<file path="src/rtl/mbt_fb_reader_if.sv">
// Bundle between mbt_fb_reader and its surroundings: pixel tick, frame-ready flag,
// BRAM read port B and the VGA pin group.
interface mbt_fb_reader_if;
  logic        pix_ce;
  logic        fb_valid;
  logic        bram_en;
  logic [16:0] bram_addr;
  logic [31:0] bram_dout;
  logic [3:0]  vga_r;
  logic [3:0]  vga_g;
  logic [3:0]  vga_b;
  logic        hsync;
  logic        vsync;
  logic        active;
  logic        frame_start;
  logic [9:0]  px_x;
  logic [9:0]  px_y;

  modport master (
    input  pix_ce, fb_valid, bram_dout,
    output bram_en, bram_addr, vga_r, vga_g, vga_b,
           hsync, vsync, active, frame_start, px_x, px_y
  );

  modport slave (
    output pix_ce, fb_valid, bram_dout,
    input  bram_en, bram_addr, vga_r, vga_g, vga_b,
           hsync, vsync, active, frame_start, px_x, px_y
  );
endinterface

</file>
<file path="src/rtl/mbt_fb_reader.sv">
// Frame-buffer read side: VGA timing, one BRAM word fetch per 4 pixels, byte-lane
// unpacking and iteration-count to RGB444 mapping, all delayed 2 pixel ticks.
module mbt_fb_reader #(
  parameter int H_ACTIVE       = 640,
  parameter int H_FP           = 16,
  parameter int H_SYNC         = 96,
  parameter int H_BP           = 48,
  parameter int V_ACTIVE       = 480,
  parameter int V_FP           = 10,
  parameter int V_SYNC         = 2,
  parameter int V_BP           = 33,
  parameter int WORDS_PER_LINE = 160,
  parameter int RD_LAT         = 1
) (
  input  logic            clk,
  input  logic            rst,
  mbt_fb_reader_if.master bus
);

  localparam int H_TOTAL = H_ACTIVE + H_FP + H_SYNC + H_BP;
  localparam int V_TOTAL = V_ACTIVE + V_FP + V_SYNC + V_BP;

  localparam logic [9:0]  H_LAST    = 10'(H_TOTAL - 1);
  localparam logic [9:0]  V_LAST    = 10'(V_TOTAL - 1);
  localparam logic [9:0]  H_VIS     = 10'(H_ACTIVE);
  localparam logic [9:0]  V_VIS     = 10'(V_ACTIVE);
  localparam logic [9:0]  HS_BEG    = 10'(H_ACTIVE + H_FP);
  localparam logic [9:0]  HS_END    = 10'(H_ACTIVE + H_FP + H_SYNC);
  localparam logic [9:0]  VS_BEG    = 10'(V_ACTIVE + V_FP);
  localparam logic [9:0]  VS_END    = 10'(V_ACTIVE + V_FP + V_SYNC);
  localparam logic [16:0] LAST_WORD = 17'(V_ACTIVE * WORDS_PER_LINE - 1);
  localparam logic [6:0]  N_IN_SET  = 7'h7F;

  // Per-pixel sideband travelling alongside the fetched data.
  typedef struct packed {
    logic [1:0] lane;
    logic       act;
    logic       fv;
    logic       hs_n;
    logic       vs_n;
  } side_t;

  localparam side_t SIDE_RST = '{lane: 2'd0, act: 1'b0, fv: 1'b0, hs_n: 1'b1, vs_n: 1'b1};

  logic [9:0]        r_h;
  logic [9:0]        r_v;
  logic [16:0]       r_word_cnt;
  logic              r_frame_valid;
  logic              r_bram_en;
  logic [16:0]       r_bram_addr;
  logic [RD_LAT-1:0] r_en_d;
  logic [27:0]       r_rd_hold;
  logic [27:0]       r_word;
  side_t             r_s1;
  side_t             r_s2;
  logic [3:0]        r_r;
  logic [3:0]        r_g;
  logic [3:0]        r_b;
  logic              r_hsync;
  logic              r_vsync;
  logic              r_active;

  logic              w_origin;
  logic              w_h_wrap;
  logic              w_v_wrap;
  logic              w_vis;
  logic              w_fv;
  logic              w_fetch;
  logic              w_group_start;
  logic              w_dvalid;
  logic [16:0]       w_word_base;
  logic [27:0]       w_dout_n;
  logic [27:0]       w_word_in;
  side_t             w_side;
  logic [6:0]        w_n;
  logic [11:0]       w_rgb;

  assign w_origin = (r_h == 10'd0) && (r_v == 10'd0);
  assign w_h_wrap = (r_h == H_LAST);
  assign w_v_wrap = (r_v == V_LAST);
  assign w_vis    = (r_h < H_VIS) && (r_v < V_VIS);

  // The frame flag is latched at (0,0) but must already govern that first tick.
  assign w_fv        = w_origin ? bus.fb_valid : r_frame_valid;
  assign w_fetch     = bus.pix_ce && w_vis && w_fv && (r_h[1:0] == 2'b00);
  assign w_word_base = w_origin ? 17'd0 : r_word_cnt;

  assign w_side.lane = r_h[1:0];
  assign w_side.act  = w_vis;
  assign w_side.fv   = w_fv;
  assign w_side.hs_n = !((r_h >= HS_BEG) && (r_h < HS_END));
  assign w_side.vs_n = !((r_v >= VS_BEG) && (r_v < VS_END));

  // Byte bit 7 never reaches the colour map, so only 7 bits per lane are kept.
  assign w_dout_n      = {bus.bram_dout[30:24], bus.bram_dout[22:16],
                          bus.bram_dout[14:8],  bus.bram_dout[6:0]};
  assign w_dvalid      = r_en_d[RD_LAT-1];
  assign w_word_in     = w_dvalid ? w_dout_n : r_rd_hold;
  assign w_group_start = r_s1.act && r_s1.fv && (r_s1.lane == 2'b00);

  always_comb begin
    // NOTE: every signal assigned here gets a default first, so no path can leave
    // it unassigned and infer a latch.
    w_n   = r_word[6:0];
    w_rgb = 12'h000;
    case (r_s2.lane)
      2'd1:    w_n = r_word[13:7];
      2'd2:    w_n = r_word[20:14];
      2'd3:    w_n = r_word[27:21];
      default: w_n = r_word[6:0];
    endcase
    if (r_s2.act && r_s2.fv && (w_n != N_IN_SET)) begin
      w_rgb = {w_n[3:0], w_n[5:2], w_n[6:3]};
    end
  end

  always_ff @(posedge clk) begin
    if (rst) begin
      r_h           <= 10'd0;
      r_v           <= 10'd0;
      r_word_cnt    <= 17'd0;
      r_frame_valid <= 1'b0;
      r_bram_en     <= 1'b0;
      r_bram_addr   <= 17'd0;
      r_en_d        <= '0;
      r_rd_hold     <= 28'd0;
      r_word        <= 28'd0;
      r_s1          <= SIDE_RST;
      r_s2          <= SIDE_RST;
      r_r           <= 4'd0;
      r_g           <= 4'd0;
      r_b           <= 4'd0;
      r_hsync       <= 1'b1;
      r_vsync       <= 1'b1;
      r_active      <= 1'b0;
    end else begin
      // NOTE: state updates use non-blocking assignments so every register samples
      // the pre-edge values of its neighbours, which is what makes the pipeline shift.
      r_bram_en <= 1'b0;
      r_en_d[0] <= r_bram_en;
      for (int i = 1; i < RD_LAT; i++) begin
        r_en_d[i] <= r_en_d[i-1];
      end
      if (w_dvalid) begin
        r_rd_hold <= w_dout_n;
      end

      if (bus.pix_ce) begin
        r_h <= w_h_wrap ? 10'd0 : r_h + 10'd1;
        if (w_h_wrap) begin
          r_v <= w_v_wrap ? 10'd0 : r_v + 10'd1;
        end
        if (w_origin) begin
          r_frame_valid <= bus.fb_valid;
        end

        if (w_fetch) begin
          r_bram_en   <= 1'b1;
          r_bram_addr <= w_word_base;
          r_word_cnt  <= (w_word_base == LAST_WORD) ? 17'd0 : w_word_base + 17'd1;
        end else if (w_origin) begin
          r_word_cnt  <= 17'd0;
        end

        r_s1 <= w_side;
        r_s2 <= r_s1;
        if (w_group_start) begin
          r_word <= w_word_in;
        end

        {r_r, r_g, r_b} <= w_rgb;
        r_hsync         <= r_s2.hs_n;
        r_vsync         <= r_s2.vs_n;
        r_active        <= r_s2.act;
      end
    end
  end

  assign bus.bram_en     = r_bram_en;
  assign bus.bram_addr   = r_bram_addr;
  assign bus.vga_r       = r_r;
  assign bus.vga_g       = r_g;
  assign bus.vga_b       = r_b;
  assign bus.hsync       = r_hsync;
  assign bus.vsync       = r_vsync;
  assign bus.active      = r_active;
  assign bus.frame_start = bus.pix_ce && w_origin && !rst;
  assign bus.px_x        = r_h;
  assign bus.px_y        = r_v;

endmodule

</file>
<file path="src/flat_wrapper.sv">
// flat-port wrapper written by rule: the top's interface ports become plain ports
module mbt_fb_reader_flat 
#(
  parameter int H_ACTIVE       = 640,
  parameter int H_FP           = 16,
  parameter int H_SYNC         = 96,
  parameter int H_BP           = 48,
  parameter int V_ACTIVE       = 480,
  parameter int V_FP           = 10,
  parameter int V_SYNC         = 2,
  parameter int V_BP           = 33,
  parameter int WORDS_PER_LINE = 160,
  parameter int RD_LAT         = 1
)
  (clk, rst, bus_pix_ce, bus_fb_valid, bus_bram_dout, bus_bram_en, bus_bram_addr, bus_vga_r, bus_vga_g, bus_vga_b, bus_hsync, bus_vsync, bus_active, bus_frame_start, bus_px_x, bus_px_y);
  mbt_fb_reader_if bus_i ();
  input  logic clk;
  input  logic rst;
  input wire logic [$bits(bus_i.pix_ce)-1:0] bus_pix_ce;
  input wire logic [$bits(bus_i.fb_valid)-1:0] bus_fb_valid;
  input wire logic [$bits(bus_i.bram_dout)-1:0] bus_bram_dout;
  output wire logic [$bits(bus_i.bram_en)-1:0] bus_bram_en;
  output wire logic [$bits(bus_i.bram_addr)-1:0] bus_bram_addr;
  output wire logic [$bits(bus_i.vga_r)-1:0] bus_vga_r;
  output wire logic [$bits(bus_i.vga_g)-1:0] bus_vga_g;
  output wire logic [$bits(bus_i.vga_b)-1:0] bus_vga_b;
  output wire logic [$bits(bus_i.hsync)-1:0] bus_hsync;
  output wire logic [$bits(bus_i.vsync)-1:0] bus_vsync;
  output wire logic [$bits(bus_i.active)-1:0] bus_active;
  output wire logic [$bits(bus_i.frame_start)-1:0] bus_frame_start;
  output wire logic [$bits(bus_i.px_x)-1:0] bus_px_x;
  output wire logic [$bits(bus_i.px_y)-1:0] bus_px_y;
  assign bus_i.pix_ce = bus_pix_ce;
  assign bus_i.fb_valid = bus_fb_valid;
  assign bus_i.bram_dout = bus_bram_dout;
  assign bus_bram_en = bus_i.bram_en;
  assign bus_bram_addr = bus_i.bram_addr;
  assign bus_vga_r = bus_i.vga_r;
  assign bus_vga_g = bus_i.vga_g;
  assign bus_vga_b = bus_i.vga_b;
  assign bus_hsync = bus_i.hsync;
  assign bus_vsync = bus_i.vsync;
  assign bus_active = bus_i.active;
  assign bus_frame_start = bus_i.frame_start;
  assign bus_px_x = bus_i.px_x;
  assign bus_px_y = bus_i.px_y;
  mbt_fb_reader #(.H_ACTIVE(H_ACTIVE), .H_FP(H_FP), .H_SYNC(H_SYNC), .H_BP(H_BP), .V_ACTIVE(V_ACTIVE), .V_FP(V_FP), .V_SYNC(V_SYNC), .V_BP(V_BP), .WORDS_PER_LINE(WORDS_PER_LINE), .RD_LAT(RD_LAT)) u_core (.clk(clk), .rst(rst), .bus(bus_i));
endmodule
</file>
<file path="config.mk">
export PLATFORM = sky130hd
export DESIGN_NAME = mbt_fb_reader_flat
export DESIGN_NICKNAME = d
export VERILOG_FILES = /design/src/rtl/mbt_fb_reader_if.sv /design/src/rtl/mbt_fb_reader.sv /design/src/flat_wrapper.sv
export SDC_FILE = /design/constraint.sdc
export NUM_CORES = 1
export LEC_CHECK = 0
export CAP_MARGIN = 20
export CORE_ASPECT_RATIO = 1.5
export CORE_MARGIN = 1.5
export CORE_UTILIZATION = 58
export CTS_CLUSTER_DIAMETER = 60
export CTS_CLUSTER_SIZE = 40
export DETAILED_ROUTE_END_ITERATION = 6
export PLACE_DENSITY = 0.93
export SETUP_SLACK_MARGIN = 0.1
export SLEW_MARGIN = 20
export SYNTH_ARGS = -nofsm -noshare
export SYNTH_HDL_FRONTEND = slang
export SYNTH_SLANG_ARGS = --single-unit
</file>
<file path="constraint.sdc">
create_clock -name clk -period 8.5 [get_ports clk]
set_input_delay 0.85 -clock clk [delete_from_list [all_inputs] [get_ports clk]]
set_output_delay 0.85 -clock clk [all_outputs]
set_load 0.01 [all_outputs]
</file>
==> results of run 1 <==
## Yosys cell counts (8+ instances only)
cell type	count
a211oi_1	30
a21oi_1	34
a22oi_1	9
buf_2	9
clkbuf_1	24
dfxtp_1	134
mux2i_1	36
nand2_1	43
nand3_1	35
nand4_1	11
nor2_1	101
o21ai_0	8
xor2_1	13
## metrics by stage
step | std cells | util, %
finish | 812 | 74.39
floorplan | 623 | -
global route | 812 | 74.39
detailed placement | 780 | 67.38
global placement | 780 | 67.38
CTS | 812 | 74.39
## routing by layer
metal,vias to the layer above,part of all wire (%)
met5,-,0
met4,0,4.2
met3,61,5.5
met2,244,53
met1,2373,37
li1,2335,-
## cell type report
class	count	area (um^2)	share of cell area [%]
Tap cell	115	143.9	2.008
Sequential cell	134	2683	37.43
Clock buffer	21	480.5	6.704
Timing Repair Buffer	89	878.3	12.26
Clock inverter	11	195.2	2.723
Inverter	8	30.03	0.4190
Multi-Input combinational cell	434	2756	38.46
## power by group through the flow
stage / logic, mW / registers, mW / clock network, mW
after floorplan: 0.0603 / 0.655 / 0
after global placement: 0.0848 / 0.658 / 0
after detailed placement: 0.0886 / 0.658 / 0
after CTS: 0.0905 / 0.645 / 0.831
after global routing: 0.0989 / 0.646 / 0.862
final: 0.0911 / 0.645 / 0.832
## kinds of logic (layout without fill, tap and decap cells)
logic type,Yosys count,after routing,share of synthesized area (%)
AOI/OAI and AO/OA,119,119,14.14
and+or+nand+nor,250,250,21.37
adders and majority gates,5,5,1.099
xor gates and xnor gates,17,17,2.616
buffers and inverters,55,129,4.550
muxes,43,43,9.101
DFF,134,134,47.13
## worst max-delay path, cell delays in order, from the launching register on
cell and delay (ns):
dfxtp_1 0.46, inv_1 0.09, ha_1 0.24, nor2b_1 0.16, nand2_1 0.11, or3_1 0.74
and2_1 0.29, ha_1 0.25, nand3_1 0.23, nor3_2 0.58, a21oi_1 0.28, a21o_1 0.22
a21o_1 0.17
## sequential cells by signal (all words and copies together), names as in the netlist, 2 cells and up
register and flops:
u_core.r_word 28, u_core.bus.px_y 10, u_core.bus.vga_b 4, u_core.r_rd_hold 28, u_core.bus.px_x 10, u_core.r_word_cnt 17, u_core.bus.bram_addr 17, u_core.r_s2 6
u_core.r_s1 6, u_core.bus.vga_r 2
## worst paths after layout
path                                              start                 endpoint  slack [ns]  depth (start not counted)
worst max-delay path                 u_core.bus.px_x[0]    u_core.r_word_cnt[11]        4.56                         12
worst min-delay path            u_core.bus.bram_addr[9]  u_core.bus.bram_addr[9]        0.45                          2
worst max register to register       u_core.bus.px_x[0]    u_core.r_word_cnt[11]        4.56                         12
worst min register to register  u_core.bus.bram_addr[9]  u_core.bus.bram_addr[9]        0.45                          2
==> flow_summary.ini, run 1 <==
[placement]
place_congestion = 0.8559
hpwl_mm = 9.336
post-place-ws_ns = 4.751
io_buffers = 85
placed_area_um2 = 6491

[routing]
wl_mm = 14.58
drt_first_pass_iters = 5
drt_iter0_drc = 460
wl_per_cell_um = 17.95
drtAntennaViolNets = 0
drcViolationCount = 0
via_per_inst = 6.174
routed-via-count = 5013

[logic_synthesis]
ys_warn_count = 0
synth_top_area_share_pct = 47.13
synth_cell_types = 61
async_reset_ff_share_pct = 0
syn-instance-count = 623
syn-num-nets = 664
syn_area_um2 = 5692
synthFlopType = dfxtp_1
ys_seq_area_share_pct = 47.13
synth_area_leaders = dfxtp_1 (47%), nor2_1 (6.7%), mux2i_1 (6.3%), a211oi_1 (4.0%), nand3_1 (3.1%)
syn-mean-instance-area_um2 = 9.136
ys_seq_elements = 134
synth_top_area_cell = dfxtp_1
synth-edff-count = 0

[critical_path]
cp.arrival_ns = 4.25
startpoint_type = flip-flop
crit_path_end_kind = flip-flop
cp.required_ns = 8.82
crit_type = flip-flop to flip-flop
crit_fanout = 28

[timing]
hold_viol_final = 0
holdWs_ns = 0.4472
setup_viol = 0
finalCriticalPeriod_ns = 3.938
rsz0062_at_grt = false
fin_crit_sh_pct = 46.32
relSlewSlack_pct = 30.77
tns_ns = 0
fmax_ghz = 0.2540
worst_pin_slew_ns = 1.034
maxSlewViolCount = 0
skew_ns = 0.008734
fin_ws_ns = 4.562

[final_layout]
final_common_cell = dfxtp_1
diodes = 0
nFillCells = 592
finalNetCount = 725
stdcell_area_um2 = 7167
drive_above_1_share_pct = 8.321
area_growth_pct = 25.92
final_cell_mix = dfxtp_1 (134), nor2_1 (101), clkdlybuf4s50_1 (84)

[die]
die_area_um2 = 10430
fp.dieW_um = 83.89
num_rows = 44
die_h_um = 124.3
core_um2 = 9634
initial_utilization_pct = 59.08
ioPinCount = 90

[grt]
grt_usage_pct = 28.55
grt_overflow = 0
grtUsageMet2_pct = 50.33
gr-usage-met3_pct = 7.555
grt_pass1_wl_mm = 23.85
grt_pass1_vias = 4983
antenna_found_initial = 0
met1_usage_pct = 31.24
grt_max_degree = 83
grt_busiest_layer = met2

[clocking]
cts_sinks = 134
cts_setup_buffers = 0
cts_resized = 0
htree_levels = 4
clkTransAtPathRegs_ns = 0.06
numCtsBuffers = 17
clock_latency_ns = 0.42
cts_buffer_depth = 2
root_buffer = clkbuf_16
cts_hold_buf = 0
cts_tree = done

[power_and_ir_drop]
pwr-share-clk_pct = 53.1
peakVddDrop_mv = 0.1878
switchingPower_mw = 0.3434
power_density_nw_per_um2 = 218.9
sw_frac_of_total_pct = 21.89
combPwrFrac_pct = 5.8
leakage_nw = 2.480
intPower_mw = 1.225
total_power_mw = 1.568
seq_power_share_pct = 41.1

[flow_run]
cap_viol_max_count = 0

[worst_hold_path]
hp-class = flip-flop to flip-flop

[outcome]
status = finished, final reports clean
Power figures use the tool's default switching activity.
==> inputs of run 2 (changes only) <==
--- a/config.mk
+++ b/config.mk
@@ -8,11 +8,11 @@
 export CAP_MARGIN = 20
 export CORE_ASPECT_RATIO = 1.5
 export CORE_MARGIN = 1.5
-export CORE_UTILIZATION = 58
+export CORE_UTILIZATION = 53
 export CTS_CLUSTER_DIAMETER = 60
 export CTS_CLUSTER_SIZE = 40
 export DETAILED_ROUTE_END_ITERATION = 6
-export PLACE_DENSITY = 0.93
+export PLACE_DENSITY = 0.87
 export SETUP_SLACK_MARGIN = 0.1
 export SLEW_MARGIN = 20
 export SYNTH_ARGS = -nofsm -noshare
==> constraint.sdc (replaced) <==
create_clock -name clk -period 4 [get_ports clk]
set_input_delay 0.4 -clock clk [delete_from_list [all_inputs] [get_ports clk]]
set_output_delay 0.4 -clock clk [all_outputs]
set_load 0.01 [all_outputs]
==> run 2 against run 1 <==
  * Largest cell class unchanged
  * Via count is 3.2% lower
  * Register-to-register slack worse by 3.8 ns
  * Hold slack better by 0.0018 ns
  * Core utilization is 6.7 points lower
  * Die area is 9.1% higher
  * Clock skew is 0.00096 ns higher
  * Routed wire length is 6.9% lower
  * Design area is 0.52% lower
  * First-iteration DRC count is 39% lower
  * Worst setup slack worse by 3.9 ns
==> flow_summary.ini, run 2 (synthesis gave the netlist of run 1 again) <==
[outcome]
status = finished, final reports clean

[worst_hold_path]
worstHoldPathCells = 2
hold_path_end = u_core.bus.bram_addr[6]
min_from = u_core.bus.bram_addr[6]
hp-class = flip-flop to flip-flop

[final_layout]
final_common_cell = dfxtp_1
finalNetCount = 727
area_growth_pct = 25.26
drive_above_1_share_pct = 8.727
multi_input_area_um2 = 2756
final_cell_mix = dfxtp_1 (133), nor2_1 (101), clkdlybuf4s50_1 (84)
ff_latch_area_um2 = 2684
reg_top3 = u_core.r_rd_hold (28), u_core.r_word (28)
nFillCells = 808
diodes = 0

[critical_path]
crit_path_end_kind = output port
path_cells = nor4_1 > nand2_1 > or3_1 > buf_4 > nor2_1 > clkdlybuf4s50_1
startpoint_type = flip-flop
critPathBufInv = 2
crit_type = flip-flop to output port
crit_fanout = 22
rr_startpoint = u_core.bus.px_x[0]
cp_slowest_cell = nor4_1
reg2reg_to = u_core.r_word_cnt[11]
r2r_slack_ns = 0.75
crit_family = simple AND/OR/NAND/NOR gates
cp.required_ns = 3.60
rr_worst_depth = 12
cp.arrival_ns = 2.91
cpPeakStageDelay_ns = 0.56

[clocking]
htree_levels = 4
cts_buffer_depth = 2
clock_latency_ns = 0.42
numCtsBuffers = 17
root_buffer = clkbuf_16
cts_resized = 0
cts_tree = done
clkTransAtPathRegs_ns = 0.06
cts_hold_buf = 0
cts_setup_buffers = 0
cts_sinks = 134

[routing]
drcViolationCount = 0
drtAntennaViolNets = 0
wl_per_cell_um = 16.10
wl_mm = 13.58
drt_first_pass_iters = 5
routed-via-count = 4851
via_per_inst = 5.754
drt_iter0_drc = 280

[grt]
grt_overflow = 0
grt_pass1_vias = 4758
antenna_found_initial = 0
grt_usage_pct = 24.71
grt_max_degree = 72
grt_pass1_wl_mm = 21.90

[die]
core_um2 = 10530
die_h_um = 129.9
ioPinCount = 90
initial_utilization_pct = 54.04
die_area_um2 = 11380
num_rows = 46
fp.dieW_um = 87.62

[power_and_ir_drop]
peakVddDrop_mv = 0.3195
leakage_nw = 2.452
power_density_nw_per_um2 = 435.0
total_power_mw = 3.101

[timing]
relSlewSlack_pct = 27.49
hold_viol_final = 0
rsz0062_at_grt = false
fmax_ghz = 0.3019
worst_pin_slew_ns = 1.083
tns_ns = 0
fin_crit_sh_pct = 82.80
skew_ns = 0.009692
setup_viol = 0
finalCriticalPeriod_ns = 3.312
maxSlewViolCount = 0

[flow_run]
cap_viol_max_count = 0

[placement]
place_congestion = 0.8831
io_buffers = 85
hpwl_mm = 9.198
==> run 2: cell count changes in the layout (fill, tap and decap cells not counted), sizes merged <==
cell and change:
clkbuf -4, inv +9, clkinvlp -1, buf +2, bufinv -4
==> run 2: worst max-delay path by stage <==
stage | from | cells after the start | slack, ns | end
after floorplan | u_core.bus.px_x[5] | 11 | 1.24 | u_core.r_word_cnt[15]
after global placement | u_core.bus.px_x[0] | 12 | 0.97 | u_core.r_word_cnt[11]
after detailed placement | u_core.bus.px_x[0] | 12 | 0.86 | u_core.r_word_cnt[11]
after CTS | u_core.bus.px_x[2] | 6 | 0.72 | bus_frame_start
after global routing | u_core.bus.px_x[0] | 12 | 0.55 | u_core.r_word_cnt[11]
final | u_core.bus.px_x[2] | 6 | 0.69 | bus_frame_start
==> run 2: per-stage QoR <==
stage	instances	hold slack [ns]	setup slack [ns]	area [um^2]	util, %
CTS	843	0.4517	0.7181	7128	67.68
finish	843	0.4491	0.6882	7129	67.69
global placement	811	0.4392	0.9724	6543	62.12
global route	843	0.4754	0.5461	7129	67.69
detailed placement	811	0.4431	0.8590	6543	62.12
floorplan	623	0.4314	1.244	5692	-
==> run 2: cell type report <==
cell class | instances | area share (%)
multi-input cells | 434 | 38.66
flip-flops and latches | 134 | 37.64
repair buffers | 91 | 12.53
clock buffers | 17 | 5.967
well taps | 144 | 2.527
clock inverters | 15 | 2.246
inverters | 8 | 0.4212
==> run 2: report_power, final <==
group	leakage, nW	switching (mW)	internal, mW	total (mW)
clock network	0.283	0.654	0.883	1.54
registers	1.08	0.0178	1.35	1.37
logic	1.09	0.114	0.0794	0.194
total	2.45	0.786	2.31	3.10
==> run 2: tightest hold or removal path, stage by stage, from the launching register on <==
cell	delay, ns
dfxtp_1	0.31
nand2_1	0.05
a21oi_1	0.05
==> run 2: routing by layer <==
metal	track usage [%]	wire (um)	vias to the layer above
li1	-	-	2344
met1	26.36	5129	2311
met2	44.16	7463	158
met3	5.756	607	38
met4	13.82	376	0
met5	0	0	-
==> inputs of run 3 (changes only) <==
--- a/config.mk
+++ b/config.mk
@@ -8,11 +8,11 @@
 export CAP_MARGIN = 20
 export CORE_ASPECT_RATIO = 1.5
 export CORE_MARGIN = 1.5
-export CORE_UTILIZATION = 53
+export CORE_UTILIZATION = 48
 export CTS_CLUSTER_DIAMETER = 60
 export CTS_CLUSTER_SIZE = 40
 export DETAILED_ROUTE_END_ITERATION = 6
-export PLACE_DENSITY = 0.87
+export PLACE_DENSITY = 0.83
 export SETUP_SLACK_MARGIN = 0.1
 export SLEW_MARGIN = 20
 export SYNTH_ARGS = -nofsm -noshare
==> constraint.sdc (replaced) <==
create_clock -name clk -period 2.7 [get_ports clk]
set_input_delay 0.27 -clock clk [delete_from_list [all_inputs] [get_ports clk]]
set_output_delay 0.27 -clock clk [all_outputs]
set_load 0.01 [all_outputs]
==> run 3 against run 2 <==
  * Design area rose by 3.9%
  * Global-route usage fell by 1.3 points
  * Worst setup slack got worse by 0.51 ns
  * Count of clock-buffer cells in the layout rose by 2
  * Critical path depth rose by 5
  * Clock power rose by 38%
  * Combinational power rose by 68%
  * Critical path type is now flip-flop to flip-flop
==> flow_summary.ini, run 3 (synthesis gave the netlist of run 1 again) <==
[grt]
grt_pass1_wl_mm = 23.11
grt_pass1_vias = 4787
antenna_found_initial = 0
grt_overflow = 0
grt_max_degree = 90
grt_usage_pct = 23.42

[routing]
via_per_inst = 5.546
wl_per_cell_um = 16.11
drtAntennaViolNets = 0
wl_mm = 14.03
drcViolationCount = 0
routed-via-count = 4831
drt_first_pass_iters = 4
drt_iter0_drc = 239

[critical_path]
cp_slowest_cell = or3_4
crit_type = flip-flop to flip-flop
cp.arrival_ns = 2.87
path_cells = nor4_4 > buf_4 > nand2_1 > or3_4 > and2_4 > ha_4 > nand3_2 > nor3_4 > nand2_2 > or3b_4 > a21oi_2
rr_worst_depth = 11
crit_fanout = 8
crit_path_end_kind = flip-flop
rr_startpoint = u_core.bus.px_x[3]
cpPeakStageDelay_ns = 0.42
r2r_slack_ns = 0.18
startpoint_type = flip-flop
reg2reg_to = u_core.r_word_cnt[15]
cp.required_ns = 3.05

[power_and_ir_drop]
peakVddDrop_mv = 0.4812
switchingPower_mw = 1.052
seq_power_share_pct = 45.3
leakage_nw = 2.588
combPwrFrac_pct = 7.3
pwr-share-clk_pct = 47.5
total_power_mw = 4.478
power_density_nw_per_um2 = 604.5
intPower_mw = 3.426
sw_frac_of_total_pct = 23.49

[clocking]
cts_tree = done
clock_latency_ns = 0.41
root_buffer = clkbuf_16
clkTransAtPathRegs_ns = 0.06
cts_buffer_depth = 2
htree_levels = 4
numCtsBuffers = 17
cts_sinks = 134

[worst_hold_path]
worstHoldPathCells = 2
hp-class = primary input to flip-flop
min_from = rst
hold_path_end = u_core.r_word_cnt[6]

[timing]
setup_viol = 0
worst_pin_slew_ns = 0.6218
hold_viol_final = 0
relSlewSlack_pct = 58.36
skew_ns = 0.005926
fin_crit_sh_pct = 93.40
tns_ns = 0
fmax_ghz = 0.3965
finalCriticalPeriod_ns = 2.522
maxSlewViolCount = 0
rsz0062_at_grt = true

[placement]
hpwl_mm = 9.830
dp.cells = 839
io_buffers = 85
place_congestion = 0.8866

[die]
initial_utilization_pct = 49.36
core_um2 = 11530
die_area_um2 = 12530
ioPinCount = 90
fp.dieW_um = 91.91
die_h_um = 136.4
num_rows = 48

[final_layout]
area_growth_pct = 30.14
final_cell_mix = dfxtp_1 (131), nor2_1 (101), clkdlybuf4s50_1 (83)
drive_above_1_share_pct = 13.59
diodes = 0
finalNetCount = 749
nFillCells = 948
reg_top3 = u_core.r_rd_hold (28), u_core.r_word (28)
final_cells = 871
final_common_cell = dfxtp_1

[flow_run]
cap_viol_max_count = 0

[outcome]
status = finished, final reports clean
run 3: repair_timing:
item	in CTS	in global routing
setup buffers	0	0
hold buffers	0	0
setup endpoints to repair	7	12
pin swaps	0	2
gates resized for setup	8	13
hold endpoints to repair	0	0
run 3: metrics by stage:
step,utilization (%),area [um^2],setup WS (ns),hold slack [ns]
final,64.24,7407,0.1781,0.2572
after floorplan,-,5702,0.1020,0.4294
after global routing,64.24,7407,0.08910,0.2544
after CTS,63.75,7351,0.1192,0.2287
after global placement,58.65,6763,0.1022,0.4378
after detailed placement,58.65,6763,0.01283,0.4447
run 3: power groups by stage:
stage          clock, mW  sequential [mW]  combinational, mW
2_1_floorplan          0             2.06              0.190
3_3_place_gp           0             2.07              0.303
4_1_cts             2.16             2.03              0.319
5_1_grt             2.25             2.03              0.351
6_report            2.13             2.03              0.325
3_5_place_dp           0             2.07              0.310
run 3: worst max-delay path, delay by kind of cell, from the launching register on:
| family | cells | cell delay (ns) |
|---|---|---|
| AND/OR/NAND/NOR | 8 | 1.62 |
| AO/OA/AOI/OAI | 1 | 0.14 |
| flip-flops | 1 | 0.36 |
| buffers and inverters | 1 | 0.16 |
| adder cells (fa/ha/maj) | 1 | 0.17 |
run 3: layer usage:
layer,GRT usage [%],vias to the layer above,part of all wire [%]
met1,24.10,2309,38
met3,5.649,21,4.1
met2,44.36,120,56
li1,-,2381,-
met4,10.26,0,1.7
met5,0,-,0
run 3: worst max-delay path by stage:
stage | from | endpoint | slack, ns
6_report | u_core.bus.px_x[3] | u_core.r_word_cnt[15] | 0.18
5_1_grt | u_core.bus.px_x[1] | u_core.r_word_cnt[16] | 0.09
4_1_cts | u_core.bus.px_x[0] | u_core.r_word_cnt[16] | 0.12
3_5_place_dp | u_core.bus.px_x[2] | u_core.r_word_cnt[15] | 0.01
3_3_place_gp | u_core.bus.px_x[2] | u_core.r_word_cnt[15] | 0.10
2_1_floorplan | u_core.bus.px_x[5] | u_core.r_word_cnt[15] | 0.10
run 3: layout make-up:
class	instances	area (um^2)	share of cell area (%)
Sequential cell	134	2686	36.27
Timing Repair Buffer	113	1100	14.85
Clock inverter	13	108.9	1.470
Multi-Input combinational cell	434	2851	38.50
Inverter	8	30.03	0.4054
Tap cell	150	187.7	2.534
Clock buffer	19	442.9	5.980
